File: src/rtl/sram_ctrl.sv
// rtl/sram_ctrl.sv - asynchronous SRAM controller for N 16-bit banks with byte lanes
// Bus-side request/ack handshake; SETUP, ACCESS (1+WAIT_STATES) and HOLD phases per transfer.
module sram_ctrl #(
  parameter int ADDR_W         = 18,
  parameter int NBANK          = 2,
  parameter int WAIT_STATES    = 1,
  parameter int SHARED_STROBES = 1
) (
  input  logic                  clk,
  input  logic                  reset,
  input  logic                  req,
  input  logic                  we,
  input  logic [ADDR_W-1:0]     addr,
  input  logic [16*NBANK-1:0]   wdata,
  input  logic [2*NBANK-1:0]    be,
  output logic                  ack,
  output logic [16*NBANK-1:0]   rdata,
  output logic [ADDR_W-1:0]     ram_addr,
  input  logic [16*NBANK-1:0]   ram_data_read,
  output logic [16*NBANK-1:0]   ram_data_write,
  output logic                  ram_data_is_output,
  output logic [NBANK-1:0]      ram_ce_n,
  output logic [NBANK-1:0]      ram_ub_n,
  output logic [NBANK-1:0]      ram_lb_n,
  output logic [NBANK-1:0]      ram_we_n,
  output logic [NBANK-1:0]      ram_oe_n
);

  localparam logic [3:0] WS = 4'(WAIT_STATES);

  typedef enum logic [1:0] {IDLE, SETUP, ACCESS, HOLD} state_t;

  state_t                 state;
  logic [3:0]             cnt;
  logic                   we_q;
  logic [2*NBANK-1:0]     be_q;
  logic [NBANK-1:0]       sel_q;
  logic [NBANK-1:0]       strobe;
  logic [16*NBANK-1:0]    lane_mask;

  function automatic logic [NBANK-1:0] bank_sel(input logic [2*NBANK-1:0] b);
    logic [NBANK-1:0] r;
    for (int k = 0; k < NBANK; k++) r[k] = |b[2*k +: 2];
    return r;
  endfunction

  // hi selects the upper (1) or lower (0) byte-enable bit of each bank
  function automatic logic [NBANK-1:0] lanes(input logic [2*NBANK-1:0] b, input int hi);
    logic [NBANK-1:0] r;
    for (int k = 0; k < NBANK; k++) r[k] = b[2*k + hi];
    return r;
  endfunction

  assign sel_q  = bank_sel(be_q);
  assign strobe = (SHARED_STROBES != 0) ? {NBANK{|sel_q}} : sel_q;

  always_comb begin
    lane_mask = '0;
    for (int i = 0; i < 2*NBANK; i++) lane_mask[8*i +: 8] = {8{be_q[i]}};
  end

  always_ff @(posedge clk or posedge reset) begin
    if (reset) begin
      state              <= IDLE;
      cnt                <= '0;
      we_q               <= 1'b0;
      be_q               <= '0;
      ack                <= 1'b0;
      rdata              <= '0;
      ram_addr           <= '0;
      ram_data_write     <= '0;
      ram_data_is_output <= 1'b0;
      ram_ce_n           <= '1;
      ram_ub_n           <= '1;
      ram_lb_n           <= '1;
      ram_we_n           <= '1;
      ram_oe_n           <= '1;
    end else begin
      ack <= 1'b0;
      case (state)
        IDLE: begin
          if (req) begin
            we_q     <= we;
            be_q     <= be;
            ram_addr <= addr;
            ram_ce_n <= ~bank_sel(be);
            ram_lb_n <= ~lanes(be, 0);
            ram_ub_n <= ~lanes(be, 1);
            if (we) begin
              ram_data_write     <= wdata;
              ram_data_is_output <= 1'b1;
            end
            state <= SETUP;
          end
        end
        SETUP: begin
          cnt <= WS;
          if (we_q) ram_we_n <= ~strobe;
          else      ram_oe_n <= ~strobe;
          state <= ACCESS;
        end
        ACCESS: begin
          if (cnt == 4'd0) begin
            ram_we_n <= '1;
            ram_oe_n <= '1;
            ack      <= 1'b1;
            if (!we_q) rdata <= ram_data_read & lane_mask;
            state <= HOLD;
          end else begin
            cnt <= cnt - 4'd1;
          end
        end
        HOLD: begin
          // address and write data stay put; only the selects and pad enable release
          ram_ce_n           <= '1;
          ram_ub_n           <= '1;
          ram_lb_n           <= '1;
          ram_data_is_output <= 1'b0;
          state              <= IDLE;
        end
        default: state <= IDLE;
      endcase
    end
  end

endmodule
File: config.mk
export PLATFORM = sky130hd
export DESIGN_NAME = sram_ctrl
export DESIGN_NICKNAME = d
export VERILOG_FILES = /design/src/rtl/sram_ctrl.sv
export SDC_FILE = /design/constraint.sdc
export NUM_CORES = 1
export LEC_CHECK = 0
export CAP_MARGIN = 5
export CORE_ASPECT_RATIO = 1.5
export CORE_UTILIZATION = 42
export CTS_CLUSTER_DIAMETER = 60
export DETAILED_ROUTE_END_ITERATION = 16
export HOLD_SLACK_MARGIN = 0.1
export PLACE_DENSITY = 0.8
export REMOVE_ABC_BUFFERS = 1
export SLEW_MARGIN = 20
export SYNTH_ARGS = -nofsm -noshare
export SYNTH_HDL_FRONTEND = slang
export SYNTH_SLANG_ARGS = --single-unit
File: constraint.sdc
create_clock -name clk -period 4.43 [get_ports clk]
set_clock_uncertainty 0.15 [all_clocks]
set_input_delay 0.443 -clock clk [delete_from_list [all_inputs] [get_ports clk]]
set_output_delay 0.443 -clock clk [all_outputs]
set_load 0.005 [all_outputs]
== Word level (Yosys, flattened, before mapping) ==
Index checks and enable logic that the tools add are counted.

* Bits of input ports: 90
* Logic and storage cells: 66
* Bits in registers: 105
* Output and inout bits: 94

* Reductions and logical operators: 16
* Add/sub/neg operators: 1
* Bitwise gates (word level): 6
* Equality and inequality tests: 9
* Muxes and demuxes: 20

{| class="wikitable"
|+ Operators by type and width
! operator !! count
|-
| $and 32x32->32 || 1
|-
| $pmux 2 s2 || 5
|-
| $reduce_and 3->1 || 5
|-
| $mux 2 || 7
|-
| $ne 2x2->1 const B || 6
|-
| $not 2->2 || 4
|-
| $pmux 2 s4 || 1
|-
| $pmux 4 s2 || 1
|-
| $reduce_and 2->1 || 4
|-
| $eq 2x2->1 const B || 2
|-
| $logic_not 4->1 || 1
|-
| $mux 1 || 4
|-
| $mux 4 || 1
|-
| $reduce_bool 2->1 || 2
|-
| $reduce_or 2->1 || 2
|-
| $reduce_or 4->1 || 1
|-
| $sub 4x1->4 const B || 1
|-
| $eq 2x1->1 const B || 1
|-
| $logic_not 2->1 || 1
|-
| $pmux 1 s2 || 1
|-
| $not 1->1 || 1
|}

== Longest topological paths before layout ==
Gate-level depths: netlist of the first run.

* Depth after elaboration: 4
* Mapped depth: 7
* Depth with buffers taken out: 5

== Worst setup path after synthesis of the first run ==
Ideal clock, no wire load.

* Path kind: reg2reg
* From: register cnt[0]
* To: register state[1]
* Arrival: 1522 ps
* Path slack: 2633 ps
* Cell stages (with the launch flop): 6
* Clock period less this slack: 1797 ps
* Path buffers: 0
* Library setup time: 125 ps
* Required time: 4155 ps
* Cell sequence: dfrtp_1 inv_1 ha_1 or3b_1 a21boi_1 mux2_2

* Word-level cells in the longest chain between the ends: 3

{| class="wikitable"
|+ Ends and longest elaborated chain
! item !! line !! text
|-
| start, declared || 34 || <nowiki>logic [3:0] cnt;</nowiki>
|-
| start signal, assigned || 110 || <nowiki>cnt <= cnt - 4'd1;</nowiki>
|-
| $logic_not 4->1 || 103 || <nowiki>if (cnt == 4'd0) begin</nowiki>
|-
| $ne 2x2->1 (no source line) || n/a ||
|-
| $reduce_and 2->1 (no source line) || n/a ||
|-
| end signal, assigned || 100 || <nowiki>state <= ACCESS;</nowiki>
|-
| end signal, assigned || 108 || <nowiki>state <= HOLD;</nowiki>
|-
| end signal, assigned || 119 || <nowiki>state <= IDLE;</nowiki>
|-
| end, declared || 33 || <nowiki>state_t state;</nowiki>
|}

No other way between the ends.
A chain may end at the register's enable or synchronous reset.

== Final worst setup path of the first run ==
* From: register state[0]
* To: register ram_data_write[11]

* Word-level cells in the longest chain between the ends: 2

{| class="wikitable"
|+ Ends and longest elaborated chain
! item !! line !! text
|-
| start signal, assigned || 64 || <nowiki>state <= IDLE;</nowiki>
|-
| start signal, assigned || 93 || <nowiki>state <= SETUP;</nowiki>
|-
| start signal, assigned || 100 ||
|-
| $logic_not 2->1 || 80 || <nowiki>case (state)</nowiki>
|-
| $reduce_and 3->1 (no source line) || n/a ||
|-
| end signal, assigned || 90 || <nowiki>ram_data_write <= wdata;</nowiki>
|-
| end, declared || 20 || <nowiki>output logic [16*NBANK-1:0] ram_data_write,</nowiki>
|}

No other way between the ends.

==> results.md, run 1 <==
- In the routed design, unresolved DRC markers number 0.
- The share of the yosys chip area belonging to registers is 0.615.
- Across the run, the number of max-cap violations was 0.
- The clock passes through at most 2 buffers.
- The total detailed-routing wirelength is approximately 10000 um.
- The total clock sinks is ~100.
- The number of vias in the routed layout is 3299.
- Traced cell by cell, the critical path runs through inv_1, ha_1, nand3_2, mux2_2.
- The path class of the tightest hold or removal check is reg2reg.
- The sequential cells in the finished layout cover a total of approximately 0.0026 mm^2.
- In the synthesized netlist the dominant register cell turns out to be dfrtp_1.
- Post-CTS timing repair inserted 0 buffers for setup.
- The count of flip-flops with a built-in enable after synthesis is 0.
- Averaged over all synthesized cells, the footprint is between 10 and 15 um^2.
- The highest net fanout along the worst path is 34.
- The number of H-tree branching levels is 3.
- The global router's overall resource usage is 0.211.
- The arrival time at the worst endpoint is 2620 ps.
- The total standard cell area after synthesis is between 0.004 and 0.005 mm^2.
- The number of vias per cell after detailed routing is 5.22.
- The run finished with clean final reports.
- The detail route stage leaves a number of antenna-violating nets equal to 0.
- The kind of cell with the highest combined delay on the critical path is simple AND/OR/NAND/NOR gates.
- The critical path is of the reg2reg type.
- Counting both buffers and inverters, the worst setup path holds a total of 1.
- The sort of element at the start of the critical path is a register.
- Headroom to the max-slew limit came out at 0.315.
- Of the post-synthesis cell area, the dominant cell type holds 0.565.
- The fraction of the cycle the final worst path needs is 0.576.
- The share of synthesized flip-flops with an asynchronous set or reset is 1.00.
- In this run the static leakage power is about 2.7 nW.
- The commonest non-fill, non-tap cell in the layout is clkdlybuf4s50_1.
- In the post-synthesis netlist, the biggest area contributors are dfrtp_1, mux2_2, o21ai_0, dfstp_2, nand2_1.
- The DRC marker count from the first detailed-route iteration is between 150 and 200.
- The power per standard cell area is roughly 670 mW/mm^2.
- The transition time of the tightest slew-check pin is 1030 ps.
- The via count of the first global-routing pass is approximately 3500.
- The placed wire-length estimate is 7470 um.
- STA puts the critical path data required time at 4500 ps.
- The overflow left after global routing is 0.
- The count of antenna diodes in the layout is 0.
- The number of fillers in the final layout is 730.
- The die covers 0.0104 mm^2.
- The site row count is 44.
- Synthesis inferred roughly 100 register bits.
- The count of instances resized after the clock tree is built is 0.
- Setup repair after global routing left no endpoint under its margin.
- The cell chosen for the clock root is clkbuf_16.
- The CTS tree is done.
- The total CTS buffers is 9.
- For this configuration, the core starts out at a cell density of 0.434.
- dfrtp_1 takes more of the synthesized area than any other cell.
- The final worst-path setup slack is roughly 1900 ps.
- The synthesized instance count is approximately 340.
- Summing all multi-input logic gate instances after layout gives about 0.0015 mm^2.
- At the end of routability-driven placement, the weighted congestion stood at just over 0.7.
- The area added between synthesis and finish is 51.6%.
- Setup total negative slack on the finished layout was measured at 0 ps.
- Setup violations remaining at the end of the flow were counted as 0.
- Input and output buffers added on the ports amount to around 180.
- After clock tree synthesis, the clock-pin slew on the worst setup and hold paths is 60 ps.
- The worst-case IR drop observed on VDD is 381 uV.
- The maximum operating frequency is 392 MHz.
- The area of the core region is roughly 0.0097 mm^2.
- Prior to clock tree synthesis, the placed netlist has a worst setup slack of 1850 ps.
- Pin placement for this block handled ~180 I/O pins.
- The smallest clock period supported by the final layout is computed as between 2000 and 3000 ps.
- The number of antenna violations at the first check in global routing came to 0.
- After the last flow step, the layout net total stands at about 600.
- After detailed routing, the average wire length per cell comes to approximately 16 um.
- The count of hold buffers inserted by post-cts repair is 0.
- The count of synthesis-stage warnings from yosys is 0.
- In the layout the commonest cells are clkdlybuf4s50_1, dfrtp_1, o21ai_0, mux2_2, nand2_1.
- From left edge to right edge, the die measures between 80 and 90 um.
- The critical path starts at state[0].
- The number of different library cells used by synthesis comes to 37.
- The clock latency on the worst-skew pair is between 300 and 400 ps.
- The cell type of the slowest stage on the worst timing path is nand3_2.
- The final-report max-slew violation count is 0.
- STA classifies the critical path endpoint as a register.
- In this run the vertical extent of the chip is 125 um.
- The first global-routing pass estimated ~17000 um of wire.
- The worst hold path startpoint is ram_data_write[28].
- The post-route total power is approximately 4.2 mW.
- The largest incremental delay on the critical path is approximately 760 ps.
- The maximum number of pins on one net before global-route repair is 84.
- The reg-to-reg critical path startpoint is state[0].
- The number of hold violations in the final report is 0.
- Of the cells placed in the final design, the portion with a size suffix greater than 1 is 0.157.
- The first-pass iteration count of the detailed router is 4.
cell usage after synthesis, drive strengths merged, types with 2 or more instances:
library cell  count
nand2b            4
nand2            38
o22a              4
nor2              5
mux2i             2
ha                6
o21a              2
buf              12
o21ai            65
a2bb2oi           4
mux2             55
a31oi             3
dfrtp            95
a22oi             2
dfstp             8
inv               8
clkbuf           13
routing by layer:
| layer | share of wire | global-route usage | vias to the layer above | wire (um) |
|---|---|---|---|---|
| met5 | 0 | 0 | - | 0 |
| met4 | 0.035 | 0.113 | 0 | 367 |
| met3 | 0.064 | 0.0517 | 25 | 664 |
| met2 | 0.51 | 0.347 | 133 | 5280 |
| met1 | 0.39 | 0.254 | 1617 | 4040 |
| li1 | - | - | 1524 | - |
cell families after synthesis:
logic type | count (synthesis) | synth area share
mux | 57 | 0.152
simple gates | 56 | 0.0636
flops | 103 | 0.615
buf+inv | 33 | 0.0345
compound gates | 86 | 0.117
fa+ha+maj | 6 | 0.0178
state kept, by name, indices dropped and copies added, names as in the netlist:
name,cells
ram_data_write,32
rdata,32
ram_addr,18
be_q,4
cnt,4
ram_ce_n,2
ram_lb_n,2
ram_ub_n,2
state,2
ack,1
ram_data_is_output,1
ram_oe_n,1
ram_we_n,1
we_q,1
metrics by stage:
step	hold WS [ps]	cells	cell area, um^2	util
finish	356	632	6380	0.658
global route	369	632	6380	0.658
CTS	358	632	6380	0.658
detailed placement	343	616	6090	0.628
global placement	338	616	6090	0.628
floorplan	323	316	4090	-
report_power, final:
part           switching, mW  internal, mW  leakage [nW]
combinational          0.621          1.14          1.31
clock                  0.336         0.442         0.137
sequential             0.312          1.39          1.25
total                   1.27          2.98          2.69
area by class of cell:
type | instances | share of cell area
Multi-Input combinational cell | 205 | 0.231
Timing Repair Buffer | 185 | 0.289
Clock buffer | 12 | 0.0371
Clock inverter | 4 | 0.00863
Inverter | 8 | 0.00549
Sequential cell | 103 | 0.406
Tap cell | 115 | 0.0226
path summary, 6_finish.rpt:
path / slack (ps) / depth (start not counted) / to
min reg2reg: 360 / 1 / ram_data_write[28]
max: 1880 / 4 / ram_data_write[11]
max reg2reg: 1880 / 4 / ram_data_write[11]
max in group asynchronous: 2820 / 3 / ram_oe_n[0]
min: 360 / 1 / ram_data_write[28]
min in group asynchronous: 450 / 2 / ram_addr[0]
No activity file was read; power rests on OpenSTA's default activity.
==> inputs of run 2 (changes only) <==
--- a/config.mk
+++ b/config.mk
@@ -7,11 +7,11 @@
 export LEC_CHECK = 0
 export CAP_MARGIN = 5
 export CORE_ASPECT_RATIO = 1.5
-export CORE_UTILIZATION = 42
+export CORE_UTILIZATION = 38
 export CTS_CLUSTER_DIAMETER = 60
 export DETAILED_ROUTE_END_ITERATION = 16
 export HOLD_SLACK_MARGIN = 0.1
-export PLACE_DENSITY = 0.8
+export PLACE_DENSITY = 0.76
 export REMOVE_ABC_BUFFERS = 1
 export SLEW_MARGIN = 20
 export SYNTH_ARGS = -nofsm -noshare
==> constraint.sdc (replaced) <==
create_clock -name clk -period 2.3 [get_ports clk]
set_clock_uncertainty 0.15 [all_clocks]
set_input_delay 0.23 -clock clk [delete_from_list [all_inputs] [get_ports clk]]
set_output_delay 0.23 -clock clk [all_outputs]
set_load 0.005 [all_outputs]
==> results.md, run 2 (synthesis gave the netlist of run 1 again) <==
- The area of the core region is 0.0106 mm^2 (was 0.00969 mm^2).
- The clock period minus final worst setup slack is 1930 ps (was 2550 ps).
- The wire length of the first global-routing pass is 16900 um (was 17500 um).
- The total DRC errors in the routed layout was 0 (unchanged).
- The cell chosen for the clock root is clkbuf_16 (unchanged).
- The reported max-cap violation count was 0 (unchanged).
- The total detailed-routing wirelength is 10700 um (was 10300 um).
- The count of buffers inserted at the top-level ports is 183 (unchanged).
- The site row count was 46 (was 44).
- The maximum operating frequency was 517 MHz (was 392 MHz).
- The post-route total power is 8.26 mW (was 4.25 mW).
- The kind of capture point of the worst setup path is a register (unchanged).
- The kind of cell with the highest combined delay on the critical path is flip-flops (was simple AND/OR/NAND/NOR gates).
- The final total negative setup slack is 0 ps (unchanged).
- The number of top-level pins was 184 (unchanged).
- The number of setup buffers added after CTS came to 0 (unchanged).
- The total number of nets in the final design is 615 (was 608).
- Highest-count cells in the layout ignoring fill and taps: clkdlybuf4s50_1, dfrtp_1, o21ai_0, mux2_2, nand2_1 (unchanged).
- The maximum root-to-sink buffer count is 2 (unchanged).
- The fraction of the cycle the final worst path needs came to 0.841 (was 0.576).
- Crit-path cells: inv_1, ha_1, nand2b_1, a21boi_1, mux2_2 (was inv_1, ha_1, nand3_2, mux2_2).
- The endpoint of the worst-slack reg-to-reg timing path is state[1] (was ram_data_write[11]).
- The cell depth of the worst setup path is 5 (was 4).
- The peak supply drop is 723 uV (was 381 uV).
- The total CTS buffers is 9 (unchanged).
- The reg-to-reg critical path startpoint is state[0] (unchanged).
- The worst slack at placement was 385 ps (was 1850 ps).
- The chip height is 131 um (was 125 um).
- The path type of the worst min-delay path is in2async (was reg2reg).
- The die width came to 87.9 um (was 83.7 um).
- The sort of element at the start of the critical path is a register (unchanged).
- The initial core utilization is 0.395 (was 0.434).
- The placed wire-length estimate is 7870 um (was 7470 um).
- The total clock sinks is 103 (unchanged).
- The power per standard cell area is 1270 mW/mm^2 (was 666 mW/mm^2).
- The post-detailed-route wirelength per cell is 16.1 um (was 16.4 um).
- The worst hold slack is 113 ps (was 356 ps).
- The critical path launch point is state[0] (unchanged).
- The clock latency on the worst-skew pair came to 330 ps (was 340 ps).
- The count of hold buffers inserted by post-cts repair was 0 (unchanged).
- The transition time of the tightest slew-check pin came to 458 ps (was 1030 ps).
- The cell-internal power is 5.79 mW (was 2.98 mW).
- The net switching power is 2.47 mW (was 1.27 mW).
- The final-report max-slew violation count is 0 (unchanged).
- The final setup violation count is 0 (unchanged).
- The switching share of power is 0.299 (about the same).
- The overflow left after global routing is 0 (unchanged).
- The buffering stage count on the worst path with inverters included was 1 (unchanged).
- The leakage power figure is 2.75 nW (was 2.69 nW).
- The headroom to the max-slew limit is 0.695 (was 0.315).
- The slack of the worst reg-to-reg path is 370 ps (was 1880 ps).
- The arrival time at the worst endpoint is 2010 ps (was 2620 ps).
- The first-pass iteration count of the detailed router is 4 (unchanged).
- The utilization after layout was 0.612 (was 0.658).
- The number of vias per cell after detailed routing is 4.91 (was 5.22).
- The combinational share of power is 0.430 (was 0.416).
- The number of H-tree branching levels was 3 (unchanged).
- The number of vias in the routed layout is 3282 (was 3299).
- The number of hold violations in the final report is 0 (unchanged).
- The number of antenna-violating nets in the routed design came to 0 (unchanged).
- The required time of the critical path is 2370 ps (was 4500 ps).
- The clock transition at the registers of the reported paths is 70 ps (was 60 ps).
- The area added between synthesis and finish is 54.9% (was 51.6%).
- The CTS tree is done (unchanged).
- The DRC marker count from the first detailed-route iteration is 100 (was 161).
- The class of the most critical setup path was reg2reg (unchanged).
- The cell type of the slowest stage on the worst timing path is dfrtp_1 (was nand3_2).
- The maximum number of pins on one net before global-route repair is 37 (was 84).
- Largest registers: ram_data_write: 32 flops, rdata: 32 flops, ram_addr: 18 flops (unchanged).
- The count of instances resized after the clock tree is built is 0 (unchanged).
- Status: complete, no violations (unchanged).
- The final worst-path setup slack is 366 ps (was 1880 ps).
- The clock network fraction of total power is 0.183 (about the same).
- The via count of the first global-routing pass was 3432 (was 3519).
- The endpoint of the most critical setup path is state[1] (was ram_data_write[11]).
- The routability congestion estimate from global placement is 0.762 (was 0.728).
- The largest incremental delay on the critical path was 400 ps (was 760 ps).
- The layout cell share with drive strength beyond 1 is 0.174 (was 0.157).
- The fraction of power consumed by sequential logic is 0.388 (was 0.401).
- The overall die area is 0.0115 mm^2 (was 0.0104 mm^2).
- RSZ-0062 raised after global routing: false (unchanged).
- The path depth of the worst reg2reg path is 5 (was 4).
- The number of antenna violations at the first check in global routing came to 0 (unchanged).
- The commonest non-fill, non-tap cell in the layout is clkdlybuf4s50_1 (unchanged).
- The global router's overall resource usage is 0.193 (was 0.211).
- The count of antenna diodes in the layout is 0 (unchanged).
- The highest net fanout along the worst path came to 13 (was 34).
==> run 2: cell count changes in the layout (fill, tap and decap cells not counted), sizes merged <==
cell      change
clkinvlp      +1
clkinv        -1
buf           +7
bufinv        -1
clkbuf        +1
==> run 2: layer usage <==
layer  track usage  up-vias  part of all wire
met2         0.338      134              0.52
met1         0.222     1598              0.40
li1              -     1537                 -
met3        0.0503       13             0.070
met5             0        -                 0
met4        0.0733        0             0.018
==> run 2: worst min path at each step <==
stage               cells after the start                from  slack [ps]                 end
finish                                  2               reset         110         ram_addr[2]
global route                            2               reset         160        ram_addr[15]
CTS                                     2               reset         130        ram_addr[15]
detailed placement                      1   ram_data_write[0]         340   ram_data_write[0]
global placement                        1  ram_data_write[23]         340  ram_data_write[23]
floorplan                               1               be[0]         130         ram_lb_n[0]
==> run 2: power groups by stage <==
stage | Combinational, mW | Clock (mW) | Sequential [mW]
finish | 3.55 | 1.51 | 3.20
global route | 3.86 | 1.63 | 3.32
CTS | 3.60 | 1.56 | 3.21
detailed placement | 3.57 | 0 | 3.24
global placement | 3.47 | 0 | 3.19
floorplan | 1.35 | 0 | 3.26
==> run 2: final cells by class <==
| cell class | count | area, um^2 |
|---|---|---|
| Clock buffer | 13 | 280 |
| Inverter | 8 | 32.5 |
| Sequential cell | 103 | 2590 |
| Timing Repair Buffer | 192 | 1940 |
| Multi-Input combinational cell | 205 | 1480 |
| Tap cell | 144 | 180 |
| Fill cell | 866 | 4130 |
| Clock inverter | 3 | 23.8 |
==> run 2: worst reg2reg max path: cells and delay by family, from the launching register on <==
family | cells | cell delay, ps
multiplexers | 1 | 350
flip-flops | 1 | 400
AND/OR/NAND/NOR | 1 | 240
adder cells (fa/ha/maj) | 1 | 370
buffers and inverters | 1 | 80
AO/OA/AOI/OAI | 1 | 240
==> run 2: per-stage QoR <==
stage / area (um^2) / cells
after floorplan: 4090 / 316
after global placement: 6210 / 652
after detailed placement: 6210 / 652
after CTS: 6520 / 668
after global routing: 6520 / 668
final: 6520 / 668
==> edit, RTL diff (flow settings as in run 1) <==
Reset style: synchronous (`reset`), changed in one clocked block. Comments in the files are not updated.
--- a/src/rtl/sram_ctrl.sv
+++ b/src/rtl/sram_ctrl.sv
@@ -61,3 +61,3 @@
 
-  always_ff @(posedge clk or posedge reset) begin
+  always_ff @(posedge clk) begin
     if (reset) begin
Function: differs if reset is asserted again (counterexample within 4 cycles, from zero or initial values and one cycle with reset high); with reset held inactive, the same outputs for 10 cycles.
==> edit against run 1 <==
  * Non-clock buffer count is 1 lower
  * Design area is 4.9% lower
  * First-iteration DRC count fell by 4.3%
  * Setup slack improved by 0.29 ns
  * Routed wire length is 6.3% higher
  * Utilization increased by 0.13 points
  * Sequential cell count unchanged
  * Area after synthesis shrank 5.8%
  * Critical path depth up 1
Power is not compared: it rests on default switching activity, and its combinational part moved more than twofold at a synthesized area within 25%.
==> edit: results (changes against run 1) <==
setup_path:
  timing.critical_path.fanout_max: 35  # was 34
  cpPeakStageDelay_ns: 0.66  # was 0.76 ns
  critical-path-slowest-cell: "sky130_fd_sc_hd__nand4bb_2"  # was sky130_fd_sc_hd__nand3_2
power:
  ir_worst_vdd_mv: 0.279
  total_switching_power_mw: 0.856
  cellLeakagePower_nw: 2.12
layout:
  reg_top3: "ram_data_write: 32 flops, rdata: 32 flops, ram_addr: 18 flops"  # unchanged
  fillers: 751  # was 730
  antenna_cells_inserted: 0  # unchanged
  drive_gt1_frac: 0.0344  # was 0.157
  finalNetCount: 732  # was 608
synth:
  async_reset_ff_frac: 0  # was 1.00
  synthTopCellsByArea: "sky130_fd_sc_hd__dfxtp_1 52%, sky130_fd_sc_hd__a21oi_1 12%, sky130_fd_sc_hd__nand2_1 10%"  # was sky130_fd_sc_hd__dfrtp_1 56%, sky130_fd_sc_hd__mux2_2 15%, sky130_fd_sc_hd__o21ai_0 7.1%
  yosysUniqueCellTypes: 36  # was 37
  synth_warnings: 0  # unchanged
  synthFlopType: "sky130_fd_sc_hd__dfxtp_1"  # was sky130_fd_sc_hd__dfrtp_1
  synth_sequential_area_ratio: 0.520  # was 0.615
  synth_common_cells: "110 x sky130_fd_sc_hd__nand2_1, 103 x sky130_fd_sc_hd__dfxtp_1, 93 x sky130_fd_sc_hd__a21oi_1"  # was 95 x sky130_fd_sc_hd__dfrtp_1, 60 x sky130_fd_sc_hd__o21ai_0, 55 x sky130_fd_sc_hd__mux2_2
global_routing:
  first_pass_grt_wire_length_um: 17000  # was 17500 µm
  grt_start_max_net_pins: 106  # was 84
  via_count_of_the_first_global_routing_pass: 3693  # was 3519
  antenna_found_initial: 0  # unchanged
  grt_use_total: 0.223  # was 0.211
clocking:
  cts.clk_slew.worst_paths_ns: 0.07
  cts-resized-gates: 0  # unchanged
  worst_skew_pair_latency_ns: 0.34  # about the same
  root_buffer: "sky130_fd_sc_hd__clkbuf_16"  # unchanged
  cts_buffers: 9  # unchanged
  post_cts_setup_buffer_count: 0  # unchanged
  ctsHtreeMaxLevel: 3  # unchanged
  max-clock-path-buffers: 2  # unchanged
sta:
  tightestPinTransition_ns: 1.06  # was 1.03 ns
  final_layout_setup_total_negative_slack_ns: 0  # unchanged
placed_design:
  routabilityCongestion: 0.733  # was 0.728
  io_buffer_count: 183  # unchanged
  dpl-instance-area_um2: 5750  # was 6090 µm²
  hpwl_um: 7410  # was 7470 µm
  place_worst_setup_slack_ns: 1.95  # was 1.85 ns
routing:
  routed_wl_um: 11000  # was 10300 µm
  first_iter_violations: 154  # was 161
  vias: 3983  # was 3299
  firstDrtPassIters: 4  # unchanged
hold_path:
  min_path_type: "flip-flop to flip-flop"  # unchanged
run_status:
  outcome: "finished clean"  # unchanged
## edit: stage by stage
step                instances  power [mW]  hold WS (ns)
global route              752        2.94         0.319
global placement          737        1.93         0.291
CTS                       752        2.81         0.306
floorplan                 441        1.53         0.297
finish                    752        2.78         0.303
detailed placement        737        1.96         0.297
## edit: logic make-up (layout without fill, tap and decap cells)
family / after synthesis / count (layout) / synth area share
compound gates: 143 / 143 / 0.190
fa+ha+maj: 6 / 6 / 0.0189
buf+inv: 54 / 208 / 0.0600
flops: 103 / 103 / 0.520
mux: 2 / 2 / 0.00536
simple gates: 178 / 178 / 0.206
## edit: layout make-up
type                    instances  area (µm²)  area share
flip-flops and latches        103        2060       0.340
clock buffers                  10         239      0.0394
clock inverters                 5        81.3      0.0134
well taps                     112         140      0.0231
multi-input cells             329        1680       0.276
inverters                       9        33.8     0.00557
repair buffers                184        1840       0.303
## edit: power groups by stage
stage	Sequential, mW	Clock [mW]	Combinational (mW)
after floorplan	1.15	0	0.378
after global placement	1.14	0	0.785
after detailed placement	1.15	0	0.815
after CTS	1.13	0.860	0.823
after global routing	1.14	0.893	0.907
final	1.13	0.839	0.815
## edit: final timing paths
path                             startpoint  slack, ns     endpoint  depth (start not counted)
worst max-delay path               state[0]       2.17    rdata[22]                          5
worst max register to register     state[0]       2.17    rdata[22]                          5
worst min register to register  ram_addr[4]       0.30  ram_addr[4]                          2
worst min-delay path            ram_addr[4]       0.30  ram_addr[4]                          2
## edit: metal layers
layer / vias to the layer above / track usage / routed length [µm] / part of all wire
met5: - / 0 / 0 / 0
met4: 0 / 0.0893 / 225 / 0.020
met3: 19 / 0.0677 / 873 / 0.079
met2: 145 / 0.383 / 5550 / 0.50
met1: 1853 / 0.249 / 4350 / 0.40
li1: 1966 / - / - / -
## edit: critical path, delay by kind of cell (launching register included)
family	cells	cell delay [ns]
AOI/OAI and AO/OA	2	0.53
DFF	1	0.33
buffers and inverters	1	0.10
adders and majority gates	1	0.32
and+or+nand+nor	1	0.66
